**src/rtl/ex_mdu_if.sv**
```systemverilog
// Execute-stage <-> multiply/divide unit handshake and result bus.
interface ex_mdu_if #(
  parameter int DATA_W = 32
);
  logic              start_i;
  logic [1:0]        op_i;
  logic [DATA_W-1:0] op_a_i;
  logic [DATA_W-1:0] op_b_i;
  logic              annul_i;
  logic              stallreq_o;
  logic              busy_o;
  logic              done_o;
  logic [DATA_W-1:0] hi_o;
  logic [DATA_W-1:0] lo_o;

  modport master (
    output start_i, op_i, op_a_i, op_b_i, annul_i,
    input  stallreq_o, busy_o, done_o, hi_o, lo_o
  );

  modport slave (
    input  start_i, op_i, op_a_i, op_b_i, annul_i,
    output stallreq_o, busy_o, done_o, hi_o, lo_o
  );
endinterface

```
**src/rtl/ex_mdu.sv**
```systemverilog
// Multi-cycle MULT/MULTU/DIV/DIVU unit: single-cycle multiply, restoring
// radix-2 divide (one quotient bit per cycle), HI/LO result registers.
module ex_mdu #(
  parameter int DATA_W = 32,
  parameter int CNT_W  = 6
) (
  input logic    clk,
  input logic    rst,
  ex_mdu_if.slave mdu
);
  localparam int MSB = DATA_W - 1;

  typedef enum logic [1:0] {IDLE, DIV_RUN, DONE} state_t;

  state_t              state, state_nxt;
  logic [CNT_W-1:0]    cnt;
  logic [DATA_W-1:0]   rem, quo, dvs;
  logic                q_neg, r_neg;
  logic [DATA_W-1:0]   hi, lo;
  logic [DATA_W-1:0]   stg_hi, stg_lo;

  logic                go, is_div, is_uns, b_zero, last_step;
  logic [2*DATA_W-1:0] a_ext, b_ext, prod;
  logic [DATA_W-1:0]   a_abs, b_abs;
  logic [DATA_W:0]     trial;
  logic                borrow;
  logic [DATA_W-1:0]   rem_nxt, quo_nxt, q_fin, r_fin;

  assign go        = (state == IDLE) && mdu.start_i && !mdu.annul_i;
  assign is_div    = mdu.op_i[1];
  assign is_uns    = mdu.op_i[0];
  assign b_zero    = (mdu.op_b_i == '0);
  assign last_step = (cnt == CNT_W'(DATA_W - 1));

  // Sign-extend (or zero-extend) to full width so one multiplier covers both ops.
  assign a_ext = {{DATA_W{!is_uns && mdu.op_a_i[MSB]}}, mdu.op_a_i};
  assign b_ext = {{DATA_W{!is_uns && mdu.op_b_i[MSB]}}, mdu.op_b_i};
  assign prod  = a_ext * b_ext;

  assign a_abs = (!is_uns && mdu.op_a_i[MSB]) ? -mdu.op_a_i : mdu.op_a_i;
  assign b_abs = (!is_uns && mdu.op_b_i[MSB]) ? -mdu.op_b_i : mdu.op_b_i;

  // Restoring step: borrow out of the trial subtraction means the bit is 0.
  assign trial   = {rem, quo[MSB]} - {1'b0, dvs};
  assign borrow  = trial[DATA_W];
  assign rem_nxt = borrow ? {rem[DATA_W-2:0], quo[MSB]} : trial[DATA_W-1:0];
  assign quo_nxt = {quo[DATA_W-2:0], !borrow};
  assign q_fin   = q_neg ? -quo_nxt : quo_nxt;
  assign r_fin   = r_neg ? -rem_nxt : rem_nxt;

  always_ff @(posedge clk) begin
    if (rst) state <= IDLE;
    else     state <= state_nxt;
  end

  // Next state plus the staged result that HI/LO pick up on entry to DONE.
  always_comb begin
    state_nxt = state;
    stg_hi    = hi;
    stg_lo    = lo;
    case (state)
      IDLE: begin
        if (go) begin
          if (!is_div) begin
            stg_hi    = prod[2*DATA_W-1:DATA_W];
            stg_lo    = prod[DATA_W-1:0];
            state_nxt = DONE;
          end else if (b_zero) begin
            stg_hi    = mdu.op_a_i;
            stg_lo    = '1;
            state_nxt = DONE;
          end else begin
            state_nxt = DIV_RUN;
          end
        end
      end
      DIV_RUN: begin
        if (last_step) begin
          stg_hi    = r_fin;
          stg_lo    = q_fin;
          state_nxt = DONE;
        end
      end
      DONE:    state_nxt = IDLE;
      default: state_nxt = IDLE;
    endcase
    if (mdu.annul_i) state_nxt = IDLE;
  end

  always_ff @(posedge clk) begin
    if (rst) begin
      cnt   <= '0;
      rem   <= '0;
      quo   <= '0;
      dvs   <= '0;
      q_neg <= 1'b0;
      r_neg <= 1'b0;
      hi    <= '0;
      lo    <= '0;
    end else begin
      if (go && is_div && !b_zero) begin
        quo   <= a_abs;
        dvs   <= b_abs;
        rem   <= '0;
        cnt   <= '0;
        q_neg <= !is_uns && (mdu.op_a_i[MSB] ^ mdu.op_b_i[MSB]);
        r_neg <= !is_uns && mdu.op_a_i[MSB];
      end else if (state == DIV_RUN) begin
        rem <= rem_nxt;
        quo <= quo_nxt;
        cnt <= cnt + 1'b1;
      end
      if (state_nxt == DONE) begin
        hi <= stg_hi;
        lo <= stg_lo;
      end
    end
  end

  assign mdu.stallreq_o = go || (state == DIV_RUN);
  assign mdu.busy_o     = (state != IDLE);
  assign mdu.done_o     = (state == DONE);
  assign mdu.hi_o       = hi;
  assign mdu.lo_o       = lo;
endmodule

```
**src/flat_wrapper.sv**
```systemverilog
// flat-port wrapper written by rule: the top's interface ports become plain ports
module ex_mdu_flat 
#(
  parameter int DATA_W = 32,
  parameter int CNT_W  = 6
)
  (clk, rst, mdu_start_i, mdu_op_i, mdu_op_a_i, mdu_op_b_i, mdu_annul_i, mdu_stallreq_o, mdu_busy_o, mdu_done_o, mdu_hi_o, mdu_lo_o);
  ex_mdu_if #(.DATA_W(DATA_W)) mdu_i ();
  input logic clk;
  input logic rst;
  input wire logic [$bits(mdu_i.start_i)-1:0] mdu_start_i;
  input wire logic [$bits(mdu_i.op_i)-1:0] mdu_op_i;
  input wire logic [$bits(mdu_i.op_a_i)-1:0] mdu_op_a_i;
  input wire logic [$bits(mdu_i.op_b_i)-1:0] mdu_op_b_i;
  input wire logic [$bits(mdu_i.annul_i)-1:0] mdu_annul_i;
  output wire logic [$bits(mdu_i.stallreq_o)-1:0] mdu_stallreq_o;
  output wire logic [$bits(mdu_i.busy_o)-1:0] mdu_busy_o;
  output wire logic [$bits(mdu_i.done_o)-1:0] mdu_done_o;
  output wire logic [$bits(mdu_i.hi_o)-1:0] mdu_hi_o;
  output wire logic [$bits(mdu_i.lo_o)-1:0] mdu_lo_o;
  assign mdu_i.start_i = mdu_start_i;
  assign mdu_i.op_i = mdu_op_i;
  assign mdu_i.op_a_i = mdu_op_a_i;
  assign mdu_i.op_b_i = mdu_op_b_i;
  assign mdu_i.annul_i = mdu_annul_i;
  assign mdu_stallreq_o = mdu_i.stallreq_o;
  assign mdu_busy_o = mdu_i.busy_o;
  assign mdu_done_o = mdu_i.done_o;
  assign mdu_hi_o = mdu_i.hi_o;
  assign mdu_lo_o = mdu_i.lo_o;
  ex_mdu #(.DATA_W(DATA_W), .CNT_W(CNT_W)) u_core (.clk(clk), .rst(rst), .mdu(mdu_i));
endmodule
```
**config.mk**
```make
export PLATFORM = sky130hd
export DESIGN_NAME = ex_mdu_flat
export DESIGN_NICKNAME = d
export VERILOG_FILES = /design/src/rtl/ex_mdu_if.sv /design/src/rtl/ex_mdu.sv /design/src/flat_wrapper.sv
export SDC_FILE = /design/constraint.sdc
export NUM_CORES = 2
export LEC_CHECK = 0
export BUFFER_PORTS_ARGS = -buffer_cell sky130_fd_sc_hd__buf_4
export CAP_MARGIN = 20
export CORE_AREA = 2 2 362 364
export CTS_BUF_LIST = sky130_fd_sc_hd__clkbuf_8
export DETAILED_ROUTE_END_ITERATION = 10
export DIE_AREA = 0 0 364 366
export PLACE_DENSITY = 0.5
export SYNTH_ARGS = -nofsm -noshare
export SYNTH_HDL_FRONTEND = slang
export SYNTH_SLANG_ARGS = --single-unit
```
**constraint.sdc**
```tcl
create_clock -name clk -period 15.8 [get_ports clk]
set_input_delay 1.58 -clock clk [delete_from_list [all_inputs] [get_ports clk]]
set_output_delay 1.58 -clock clk [all_outputs]
set_load 0.01 [all_outputs]
```
==> out/results.txt <==
Routed Antenna Nets = 0
Synthesized netlist net count = 7290
Worst EP arrival = 11260 ps
Dpl ws = 4520 ps
DR vias/cell = 5.30
Initial antenna violation count = 12
Fill count = 13268
Final Slew Violations = 0
Port Buf Inserts = 136
Clock sink count = 170
Mapped cell area = 50100 um2
Syn Inst Count = 5844
Max clock buf depth = 2
Initial DRT Pass Iterations = 6
Slew HR = 24.7%
Initial Util = 38.8%
Number of global-route vias before repair = 41122
Die area = 133000 um2
Final Hold Vio Count = 0
Top cell by count, worst path = fa_1
Critical path required time = 16260 ps
CP max FO = 36
Mapped Avg Cell Area = 8.57 um2
Clock latency on the worst-skew pair = 530 ps
Drt initial violations = 2602
Unrepaired setup endpoints after global routing = false
Main flop type after synthesis = dfxtp_1
Layout cell share with drive strength beyond 1 = 4.67%
Die H = 366 um
Via count = 39308
Critical path buffers and inverters = 5
Number of synthesized flops with an enable pin = 0
DRT Wirelength = 171000 um
Layout Nets = 7103
Largest net degree at the start of global routing = 68
Crit path max-delay family = adder cells
Max incr delay on CP = 640 ps
Yosys warning count = 0
CP Launch Type = primary input
Chip width = 364 um
Status = completed
CTS tree = built
First-pass GRT wire length = 261000 um
Cts repair resizes = 0
Final worst slack = 5000 ps
Max_cap viols = 0
Fin crit share = 68.4%
Fmax achieved = 0.0926 GHz
#FFs+latches synth = 170
Placeable core area = 129000 um2
DRC Markers = 0
Post-CTS Hold Fix Bufs = 0
Std-Cell Rows = 132
CTS clock-pin slew for the worst setup and hold paths = 100 ps
Total GRT Usage = 26.0%
Fin Clk Skew = 24.2 ps
Setup_tns = 0 ps
Hold Path Class = flip-flop to flip-flop
Routed WL per cell = 23.0 um
Final Setup Violations = 0
Routability congestion estimate = 0.922
Setup CP Type = primary input to flip-flop
Clock root buffer = clkbuf_8
Ys async rst share = 0%
Htree depth = 4
Unique cell type count in the Yosys netlist = 86
Final HPWL DP = 132000 um
Remaining Overflow, GRT = 0
# Post-CTS Setup Buffers = 0
CTS buffer count = 17
Crit path time final = 10800 ps
Crit. End Element = flip-flop
Number of I/O pins = 137
Layout area overhead = 5.12%
Least-Margin Pin Slew = 1120 ps
Sequential cell area fraction in the yosys report = 6.80%
CP max-delay cell = fa_1
-- registers in the layout, indices dropped and copies added (netlist names) --
name,count
u_core.quo,32
u_core.rem,32
u_core.dvs,32
u_core.q_neg,1
u_core.mdu.hi_o,32
u_core.state,2
u_core.cnt,6
u_core.mdu.lo_o,32
u_core.r_neg,1
-- through the flow --
step	instance area [um2]	utilization [%]	hold WS [ps]	std cells
global route	52600	40.8	474	7417
CTS	52600	40.8	454	7411
floorplan	50100	-	441	5844
detailed placement	52200	40.5	440	7379
global placement	52200	40.5	440	7379
finish	52600	40.8	451	7417
-- cells by family after synthesis --
logic type	Yosys count	synth area share, %
AND/OR/NAND/NOR	1813	16.6
AO/OA/AOI/OAI	690	9.30
multiplexers	31	0.630
buffers and inverters	1559	11.8
flip-flops	170	6.80
XOR/XNOR	205	3.62
adder cells (fa/ha/maj)	1376	51.3
-- synthesized netlist by cell type, drive strengths merged, types with 10 or more instances --
cell type,number,area [um2]
buf,71,300
dfxtp,170,3400
a221oi,10,87.6
nor3,55,297
nor4,12,75.1
clkbuf,322,1210
fa,1126,22500
o21ai,116,588
o21bai,10,75.1
ha,250,3130
a211oi,76,571
o211ai,24,190
and2,372,2330
o31ai,28,210
nor2b,18,113
nor2,262,983
a21o,57,435
xor2,92,806
mux2i,27,270
o221ai,20,175
a311oi,35,313
nand4,18,113
o21a,19,143
a21oi,190,951
and3,20,125
o41ai,16,155
nand3,34,170
inv,1165,4370
nand2,938,3520
or4,15,116
a31oi,19,119
nand2b,27,169
xnor2,113,1010
or3,16,100
-- cell usage in the layout, fill, tap and decap left out, types with 20 or more instances in the layout --
master	Yosys	layout
fa_1	1126	1126
nand3_1	34	34
a21o_1	56	56
nand2_1	938	937
nor3_1	52	52
inv_1	1164	1164
o21ai_0	109	109
and3_1	20	20
a21oi_1	190	190
dfxtp_1	170	170
o31ai_1	28	28
xnor2_1	112	112
a311oi_1	34	34
ha_1	250	250
o211ai_1	22	22
buf_4	2	186
nor2_1	262	260
a211oi_1	76	76
o221ai_1	20	20
mux2i_1	27	27
nand2b_1	27	26
and2_1	370	370
xor2_1	92	92
-- final timing paths --
| path | startpoint | end | slack [ps] | cells past startpoint |
|---|---|---|---|---|
| min | u_core.mdu.lo_o[15]$_SDFFE_PP0P_ | u_core.mdu.lo_o[15]$_SDFFE_PP0P_ | 450 | 2 |
| max | mdu_op_a_i[31] | u_core.mdu.hi_o[22]$_SDFFE_PP0P_ | 5000 | 26 |
| min reg2reg | u_core.mdu.lo_o[15]$_SDFFE_PP0P_ | u_core.mdu.lo_o[15]$_SDFFE_PP0P_ | 450 | 2 |
| max reg2reg | u_core.quo[31]$_SDFFE_PP0P_ | u_core.mdu.lo_o[22]$_SDFFE_PP0P_ | 9940 | 21 |
-- routing by layer --
metal,GRT usage (%),share of wire (%)
met1,36.8,45
met2,42.6,47
met3,2.47,5.7
met4,6.83,2.7
met5,0,0.0076
-- worst reg2reg max path: cells and delay by family, from the launching register on --
kind / cells / cell delay (ps)
adder cells (fa/ha/maj): 3 / 720
AO/OA/AOI/OAI: 8 / 2400
flip-flops: 1 / 410
buffers and inverters: 4 / 610
XOR/XNOR: 2 / 280
AND/OR/NAND/NOR: 4 / 1290
-- layout make-up --
| type | count | area, um2 | share of cell area, % |
|---|---|---|---|
| clock buffer | 17 | 234 | 0.445 |
| clock inverter | 15 | 165 | 0.314 |
| tap | 1742 | 2180 | 4.14 |
| sequential | 170 | 3400 | 6.47 |
| timing repair buffer | 187 | 1420 | 2.71 |
| antenna | 5 | 12.5 | 0.0238 |
| multi-input combinational | 4115 | 40800 | 77.6 |
| inverter | 1166 | 4380 | 8.32 |
Power is left out: the tool's default activity adds up to more than one toggle a clock period on the data nets, which glitch-free logic cannot reach.
